`src/rtl/decoder_seq.sv`:
```
//==============================================================================
// Module   : decoder_seq
// Brief    : Registered one-hot decoder with valid/ready handshake and
//            auto-sequencing up/down scan mode.
// Revision : 1.0
//==============================================================================
`default_nettype none

module decoder_seq #(
    parameter  int SEL_W = 5,
    localparam int OUT_W = 2**SEL_W
) (
    input  logic             clk,
    input  logic             rst_n,
    input  logic             in_valid,
    output logic             in_ready,
    input  logic [1:0]       mode,
    input  logic [SEL_W-1:0] sel,
    input  logic [SEL_W-1:0] limit,
    input  logic             en,
    output logic [OUT_W-1:0] m,
    output logic             m_valid,
    input  logic             m_ready,
    output logic [SEL_W-1:0] idx,
    output logic             wrap
);

    typedef enum logic [1:0] {
        ST_IDLE   = 2'd0,
        ST_DIRECT = 2'd1,
        ST_SCAN   = 2'd2
    } state_t;

    localparam logic [1:0] C_MODE_DIRECT  = 2'b00;
    localparam logic [1:0] C_MODE_SCAN_UP = 2'b01;
    localparam logic [1:0] C_MODE_SCAN_DN = 2'b10;

    state_t           r_state, w_state_nxt;
    logic [SEL_W-1:0] r_idx, w_idx_nxt;
    logic [SEL_W-1:0] r_limit, w_limit_nxt;
    logic             r_en, w_en_nxt;
    logic             r_dir, w_dir_nxt;
    logic             r_wrap, w_wrap_nxt;
    logic             w_in_fire;
    logic             w_out_fire;

    // m_valid comes straight from the state register, so in_valid never
    // reaches it combinationally; only in_ready looks at m_ready.
    assign m_valid    = (r_state != ST_IDLE);
    assign in_ready   = (r_state == ST_IDLE) | m_ready;
    assign w_in_fire  = in_valid & in_ready;
    assign w_out_fire = m_valid & m_ready;

    assign m    = r_en ? (OUT_W'(1) << r_idx) : '0;
    assign idx  = r_idx;
    assign wrap = r_wrap;

    always_ff @(posedge clk or negedge rst_n) begin
        if (!rst_n) begin
            r_state <= ST_IDLE;
            r_idx   <= '0;
            r_limit <= '0;
            r_en    <= 1'b0;
            r_dir   <= 1'b0;
            r_wrap  <= 1'b0;
        end else begin
            r_state <= w_state_nxt;
            r_idx   <= w_idx_nxt;
            r_limit <= w_limit_nxt;
            r_en    <= w_en_nxt;
            r_dir   <= w_dir_nxt;
            r_wrap  <= w_wrap_nxt;
        end
    end

    always_comb begin
        w_state_nxt = r_state;
        w_idx_nxt   = r_idx;
        w_limit_nxt = r_limit;
        w_en_nxt    = r_en;
        w_dir_nxt   = r_dir;
        w_wrap_nxt  = r_wrap;

        if (w_in_fire) begin
            // A new command takes priority over advancing the current beat.
            w_wrap_nxt = 1'b0;
            case (mode)
                C_MODE_DIRECT: begin
                    w_state_nxt = ST_DIRECT;
                    w_idx_nxt   = sel;
                    w_en_nxt    = en;
                end
                C_MODE_SCAN_UP, C_MODE_SCAN_DN: begin
                    w_state_nxt = ST_SCAN;
                    w_idx_nxt   = sel;
                    w_en_nxt    = en;
                    w_limit_nxt = limit;
                    w_dir_nxt   = mode[1];
                end
                default: begin
                    w_state_nxt = ST_IDLE;
                end
            endcase
        end else if (w_out_fire) begin
            if (r_state == ST_DIRECT) begin
                w_state_nxt = ST_IDLE;
            end else if (r_state == ST_SCAN) begin
                if (r_dir) begin
                    if (r_idx == '0) begin
                        w_idx_nxt  = r_limit;
                        w_wrap_nxt = 1'b1;
                    end else begin
                        w_idx_nxt  = r_idx - SEL_W'(1);
                        w_wrap_nxt = 1'b0;
                    end
                end else begin
                    // Start above limit: natural rollover at all-ones also wraps.
                    if (r_idx == r_limit) begin
                        w_idx_nxt  = '0;
                        w_wrap_nxt = 1'b1;
                    end else begin
                        w_idx_nxt  = r_idx + SEL_W'(1);
                        w_wrap_nxt = (r_idx == {SEL_W{1'b1}});
                    end
                end
            end
        end
    end

endmodule

`default_nettype wire
```
`config.mk`:
```
export PLATFORM = sky130hd
export DESIGN_NAME = decoder_seq
export DESIGN_NICKNAME = d
export VERILOG_FILES = /design/src/rtl/decoder_seq.sv
export SDC_FILE = /design/constraint.sdc
export NUM_CORES = 1
export LEC_CHECK = 0
export BUFFER_PORTS_ARGS = -buffer_cell sky130_fd_sc_hd__buf_2
export CAP_MARGIN = 5
export CELL_PAD_IN_SITES_DETAIL_PLACEMENT = 1
export CELL_PAD_IN_SITES_GLOBAL_PLACEMENT = 2
export CORE_UTILIZATION = 28
export CTS_CLUSTER_SIZE = 20
export DETAILED_ROUTE_END_ITERATION = 8
export GPL_ROUTABILITY_DRIVEN = 0
export PLACE_DENSITY_LB_ADDON = 0.08
export SLEW_MARGIN = 20
export SYNTH_ARGS = -nofsm -noshare
export SYNTH_HDL_FRONTEND = slang
export SYNTH_SLANG_ARGS = --single-unit
```
`constraint.sdc`:
```
create_clock -name clk -period 3.25 [get_ports clk]
set_input_delay 0.1625 -clock clk [delete_from_list [all_inputs] [get_ports clk]]
set_output_delay 0.1625 -clock clk [all_outputs]
set_load 0.02 [all_outputs]
```
* After elaboration in Yosys (flattened, before gate mapping)
Index checks and enable logic that the tools add are counted.
Cells by class: add/subtract/negate cells 2, equality and inequality tests 8, shifts and indexed selects 1, multiplexer cells 20, bitwise gates (word level) 3, reductions and logical operators 14
Operators with widths (count):
- 5-bit two-way mux | 8
- 32-bit two-way mux | 1
- 1-bit by 5-bit << shifter with 32-bit output, first input constant | 1
- 2-bit nonzero test | 4
- 1-bit two-way mux | 7
- 2-bit two-way mux | 3
- 2-bit AND reduction | 3
- 5-bit by 1-bit adder with 5-bit output, second input constant | 1
- 5-bit equality test | 1
- 5-bit equality test, second input constant | 1
- 5-bit logical NOT | 1
- 5-bit by 1-bit subtractor with 5-bit output, second input constant | 1
- 2-bit by 1-bit equality test with 1-bit output, second input constant | 2
- 2-bit equality test, second input constant | 2
- 2-bit logical NOT | 2
- 2-bit inequality test, second input constant | 2
- 2-bit case mux with 2 select lines | 1
- 4-bit AND reduction | 1
- 3-bit AND reduction | 1
- 3-bit OR reduction | 1
- 1-bit AND | 2
- 2-bit OR reduction | 1
- 1-bit OR | 1
Storage, ports and cells: flip-flop bits (word level) 15, input bits 17, output and inout bits 40, word-level logic and storage cells 54

* Depth between registers and ports, before layout
word-level depth 7, depth in mapped cells 7, gate-level depth less buffers 7

* Worst setup path after synthesis
Ideal clock, no wire load.
path type register -> register, from register r_idx[0], in the netlist idx[0], to register r_idx[3], in the netlist idx[3], library setup time 129 ps, arrival 1806 ps, data required time 3121 ps, path slack 1315 ps, cell stages (with the launch flop) 8, path buffers 0, clock period less this slack 1935 ps, path through dfrtp_1 -> inv_1 -> ha_1 -> or4b_4 -> o21ai_2 -> o21ai_2 -> o21bai_2 -> a211oi_2
Between the ends: word-level cells in the longest chain between the ends 7, elaborated cells on any way between the ends 11, classes of those cells add/sub: 2; eq/ne: 1; mux: 7; reduce/logical: 1
Ends and longest elaborated chain:
- start, declared | line 39 | logic [SEL_W-1:0] r_idx, w_idx_nxt;
- start signal, assigned | line 68 | r_idx <= w_idx_nxt;
- 5-bit by 1-bit adder with 5-bit output, or another cell as far along | line 122 | w_idx_nxt = r_idx + SEL_W'(1);
- 5-bit two-way mux, on equally long branches | line 118, 109
- 5-bit two-way mux * | line 108 | if (r_dir) begin
- 5-bit two-way mux * | line 107 | end else if (r_state == ST_SCAN) begin
- 5-bit two-way mux * | line 105 | if (r_state == ST_DIRECT) begin
- 5-bit two-way mux * | line 104 | end else if (w_out_fire) begin
- 5-bit two-way mux * | line 84 | if (w_in_fire) begin
Every way passes the cells marked *; elsewhere a longest branch is shown, timed or not. The select of a mux whose other input is x is not followed. A chain may end at the register's enable or synchronous reset.

* Worst setup path after layout
from register r_idx[0], in the netlist idx[0], to register r_idx[0], in the netlist idx[0]
The elaborated chain is that of the path after synthesis.

==> results.txt <==
----------------------------------------------------
[STA]
  Period Utilization, post-route ... a little over three fifths
  Fmax ... approximately 0.5 GHz
  Aggregate negative setup slack ... 0 ns
  Transition time at the pin with the least slew margin ... ~0.60 ns
  Worst clock skew ... approximately 0.0039 ns
  Final slew viol count ... 0
  Setup repair after global routing missed its margin ... false
  Shortest period the worst path allows ... between 2 and 2.5 ns
  Relative slew slack ... 60.0%
  Final Hold Viols ... 0
  Final worst slack ... about 1.2 ns
  Setup violations, final ... 0

[Floorplan]
  I/O pin count ... between 50 and 60
  Initial Util ... 29.2%
  DIE HEIGHT ... 72.2 um
  Die area ... 5210 sq um
  Cell Rows ... 25
  Horizontal die dimension ... ~72 um
  Placeable core region ... 4720 sq um

[Global route]
  Total track usage ... between 15 and 20%
  Initial antenna violation count ... 0
  Number of global-route vias before repair ... 1,385
  Total gr overflow ... 0
  Global-route wire length before repair ... roughly 7.1 mm
  Maximum number of pins on one net before global-route repair ... 16

[Critical path]
  Worst EP arrival ... between 2 and 2.5 ns
  Cell at the slowest stage of the critical path ... sky130_fd_sc_hd__or4b_4
  Critical Path Start Type ... flip-flop
  Highest fanout seen on the critical path ... 7
  Critical path's largest stage delay ... 0.50 ns
  Data required time at the worst endpoint ... roughly 3.4 ns
  Element type at the critical path end ... flip-flop
  Setup Crit Path Kind ... reg -> reg
  Ordered cell list for the critical path ... inv_1 > ha_1 > or4b_4 > and2_1 > o21ai_1 > a31oi_1

[Yosys]
  Post-synthesis register bit count ... 15
  Syn Nets ... roughly 190
  Total standard cell area after synthesis ... around 1400 sq um
  Synth cell types ... 43
  Synthesized instance count ... 165
  Proportion of synthesized chip area in sequential cells ... 27.2%
  Yosys Warn Count ... 0
  Average footprint of a synthesized cell ... between 8 and 9 sq um

[Pwr]
  Highest ir drop seen on vdd ... roughly 0.00019 V
  Leakage dissipation ... 0.874 nW
  Ratio of total power to cell area ... 626 nW/um^2

[Route]
  1st-iter DRT viols ... 35
  Vias per std cell ... roughly 4.7
  Remaining routing DRC violations ... 0
  Total vias in the final route ... 1,366
  Total wire length ... 4.30 mm
  DRT Pass-1 Iters ... 6
  Antenna Violating Nets Remaining ... 0
  DR WL/cell ... 14.9 um

[Clock tree]
  TritonCTS clock tree ... done
  Bufs on Longest Clock Path ... 2
  Clock transition at the registers of the reported paths ... ~0.07 ns
  CTS sink cnt ... 15
  Total clock buffers created by CTS ... 3
  CTS H-Tree Depth ... 1
  Root Buffer ... sky130_fd_sc_hd__clkbuf_8
  Insertion delay to the later sink of the worst-skew pair ... roughly 0.26 ns

[Finish]
  Number of antenna diodes ... 0
  Fillcell total ... approximately 600
  Commonest non-fill, non-tap cell in the layout ... sky130_fd_sc_hd__buf_2
  Commonest cells after routing, fill and taps aside ... sky130_fd_sc_hd__buf_2, sky130_fd_sc_hd__nor2_1, sky130_fd_sc_hd__nand2_1, sky130_fd_sc_hd__dfrtp_1, sky130_fd_sc_hd__ha_1
  Post-layout net count ... 249
  Synthesis-to-finish area growth ... 28.3%
  Area of all placed cells without fillers ... 1770 sq um
  Fraction of layout cells with a size suffix above 1 ... a little under two fifths

[Run status]
  Result of the run ... finished, final reports clean

[Flow run]
  Max-capacitance violation count ... 0

[Place]
  Estimated wirelength of the detail-placed design ... 3.33 mm
  Post-placement setup slack ... approximately 1.2 ns
  Dpl cell area ... about 1700 sq um
  Number of I/O port buffers ... 56

[Min path]
  Hold WC Path Type ... in -> reg

----------------------------------------------------
## registers in the layout (all words and copies together) (netlist names)
signal,cells
r_state,2
r_en,1
wrap,1
r_dir,1
idx,5
r_limit,5
## metal layers
metal	global-route usage [%]	wire length (um)
met1	22.5	1920
met2	31.4	2150
met5	0	0
met4	6.54	62
met3	1.94	170
## worst max-delay path, delay by kind of cell (launching register included)
family	cells	cell delay, ns
flops	1	0.46
buf+inv	1	0.19
simple gates	2	0.70
fa+ha+maj	1	0.29
compound gates	2	0.25
## final cells by class
| cell class | instances | area [sq um] | area share, % |
|---|---|---|---|
| Multi-Input combinational cell | 137 | 945 | 53.4 |
| Tap cell | 67 | 83.8 | 4.74 |
| Sequential cell | 15 | 375 | 21.2 |
| Clock buffer | 4 | 45.0 | 2.55 |
| Inverter | 8 | 30.0 | 1.70 |
| Timing Repair Buffer | 57 | 290 | 16.4 |
## worst paths after layout
| check | slack (ns) | depth (start not counted) | endpoint | startpoint |
|---|---|---|---|---|
| hold reg to reg | 0.53 | 2 | wrap$_DFFE_PN0P_ | wrap$_DFFE_PN0P_ |
| min in group asynchronous | 0.36 | 2 | idx[3]$_DFFE_PN0P_ | rst_n |
| max in group asynchronous | 2.61 | 2 | r_dir$_DFFE_PN0P_ | rst_n |
| setup / recovery | 1.20 | 6 | idx[0]$_DFFE_PN0P_ | idx[0]$_DFFE_PN0P_ |
| setup reg to reg | 1.20 | 6 | idx[0]$_DFFE_PN0P_ | idx[0]$_DFFE_PN0P_ |
| hold / removal | 0.13 | 2 | r_en$_DFFE_PN0P_ | en |
## synthesized netlist by cell type
cell,instances,area (sq um)
sky130_fd_sc_hd__a221oi_1,2,17.5
sky130_fd_sc_hd__and2b_4,1,10.0
sky130_fd_sc_hd__a31oi_2,1,12.5
sky130_fd_sc_hd__or4b_4,1,13.8
sky130_fd_sc_hd__and2_1,1,6.26
sky130_fd_sc_hd__xnor2_1,3,26.3
sky130_fd_sc_hd__mux2_2,6,67.6
sky130_fd_sc_hd__nor4_1,1,6.26
sky130_fd_sc_hd__and3_1,1,6.26
sky130_fd_sc_hd__buf_6,1,11.3
sky130_fd_sc_hd__o211ai_1,3,22.5
sky130_fd_sc_hd__ha_1,10,125
sky130_fd_sc_hd__mux2_1,1,11.3
sky130_fd_sc_hd__nor4b_4,2,47.6
sky130_fd_sc_hd__o21ai_2,3,26.3
sky130_fd_sc_hd__nand2b_1,1,6.26
sky130_fd_sc_hd__or2_2,1,6.26
sky130_fd_sc_hd__mux2_4,1,15.0
sky130_fd_sc_hd__nor2_1,33,124
sky130_fd_sc_hd__o21ai_1,1,5.00
sky130_fd_sc_hd__inv_1,8,30.0
sky130_fd_sc_hd__xor2_1,3,26.3
sky130_fd_sc_hd__dfrtp_1,15,375
sky130_fd_sc_hd__nor3_2,1,10.0
sky130_fd_sc_hd__nand3_1,7,35.0
sky130_fd_sc_hd__nand4_1,1,6.26
sky130_fd_sc_hd__a211oi_2,1,12.5
sky130_fd_sc_hd__mux2i_1,2,20.0
sky130_fd_sc_hd__a31oi_1,2,12.5
sky130_fd_sc_hd__a2bb2oi_4,1,26.3
sky130_fd_sc_hd__o21ai_0,4,20.0
sky130_fd_sc_hd__nand2_1,24,90.1
sky130_fd_sc_hd__buf_2,2,10.0
sky130_fd_sc_hd__o31a_1,1,8.76
sky130_fd_sc_hd__and3b_1,1,8.76
sky130_fd_sc_hd__a21oi_2,1,8.76
sky130_fd_sc_hd__o21bai_2,2,22.5
sky130_fd_sc_hd__nor2b_1,2,12.5
sky130_fd_sc_hd__clkbuf_1,2,7.51
sky130_fd_sc_hd__a21boi_1,2,15.0
sky130_fd_sc_hd__nor3_1,7,35.0
sky130_fd_sc_hd__nand2b_4,1,13.8
sky130_fd_sc_hd__a21oi_1,1,5.00
## per-stage QoR
step | power, mW | hold WS (ns) | util (%) | cells
6_report | 1.11 | 0.131 | 37.5 | 288
2_1_floorplan | 0.773 | -0.133 | - | 165
5_1_grt | 1.20 | 0.126 | 37.5 | 288
3_5_place_dp | 0.953 | 0.110 | 36.3 | 283
4_1_cts | 1.12 | 0.126 | 37.5 | 288
3_3_place_gp | 0.940 | 0.111 | 36.3 | 283
## report_power, final
group	switching [mW]	internal, mW	total [mW]
logic	0.344	0.229	0.573
registers	0.137	0.237	0.374
clock network	0.0740	0.0872	0.161
total	0.555	0.553	1.11
## kinds of logic after synthesis
kind of cell             Yosys count  share of synthesized area, %
AND/OR/NAND/NOR                   86                          31.8
AO/OA/AOI/OAI                     25                          15.6
flip-flops                        15                          27.2
buffers and inverters             13                          4.27
multiplexers                      10                          8.26
adder cells (fa/ha/maj)           10                          9.07
XOR/XNOR                           6                          3.81
## timing repair
item / CTS / global route
hold buffers: 1 / 0
endpoints found under the setup margin: 0 / 0
gates resized for setup: 0 / 0
setup buffers: 0 / 0
hold endpoints to repair: 15 / 0
Note: power is estimated with default switching activity, not from simulation.
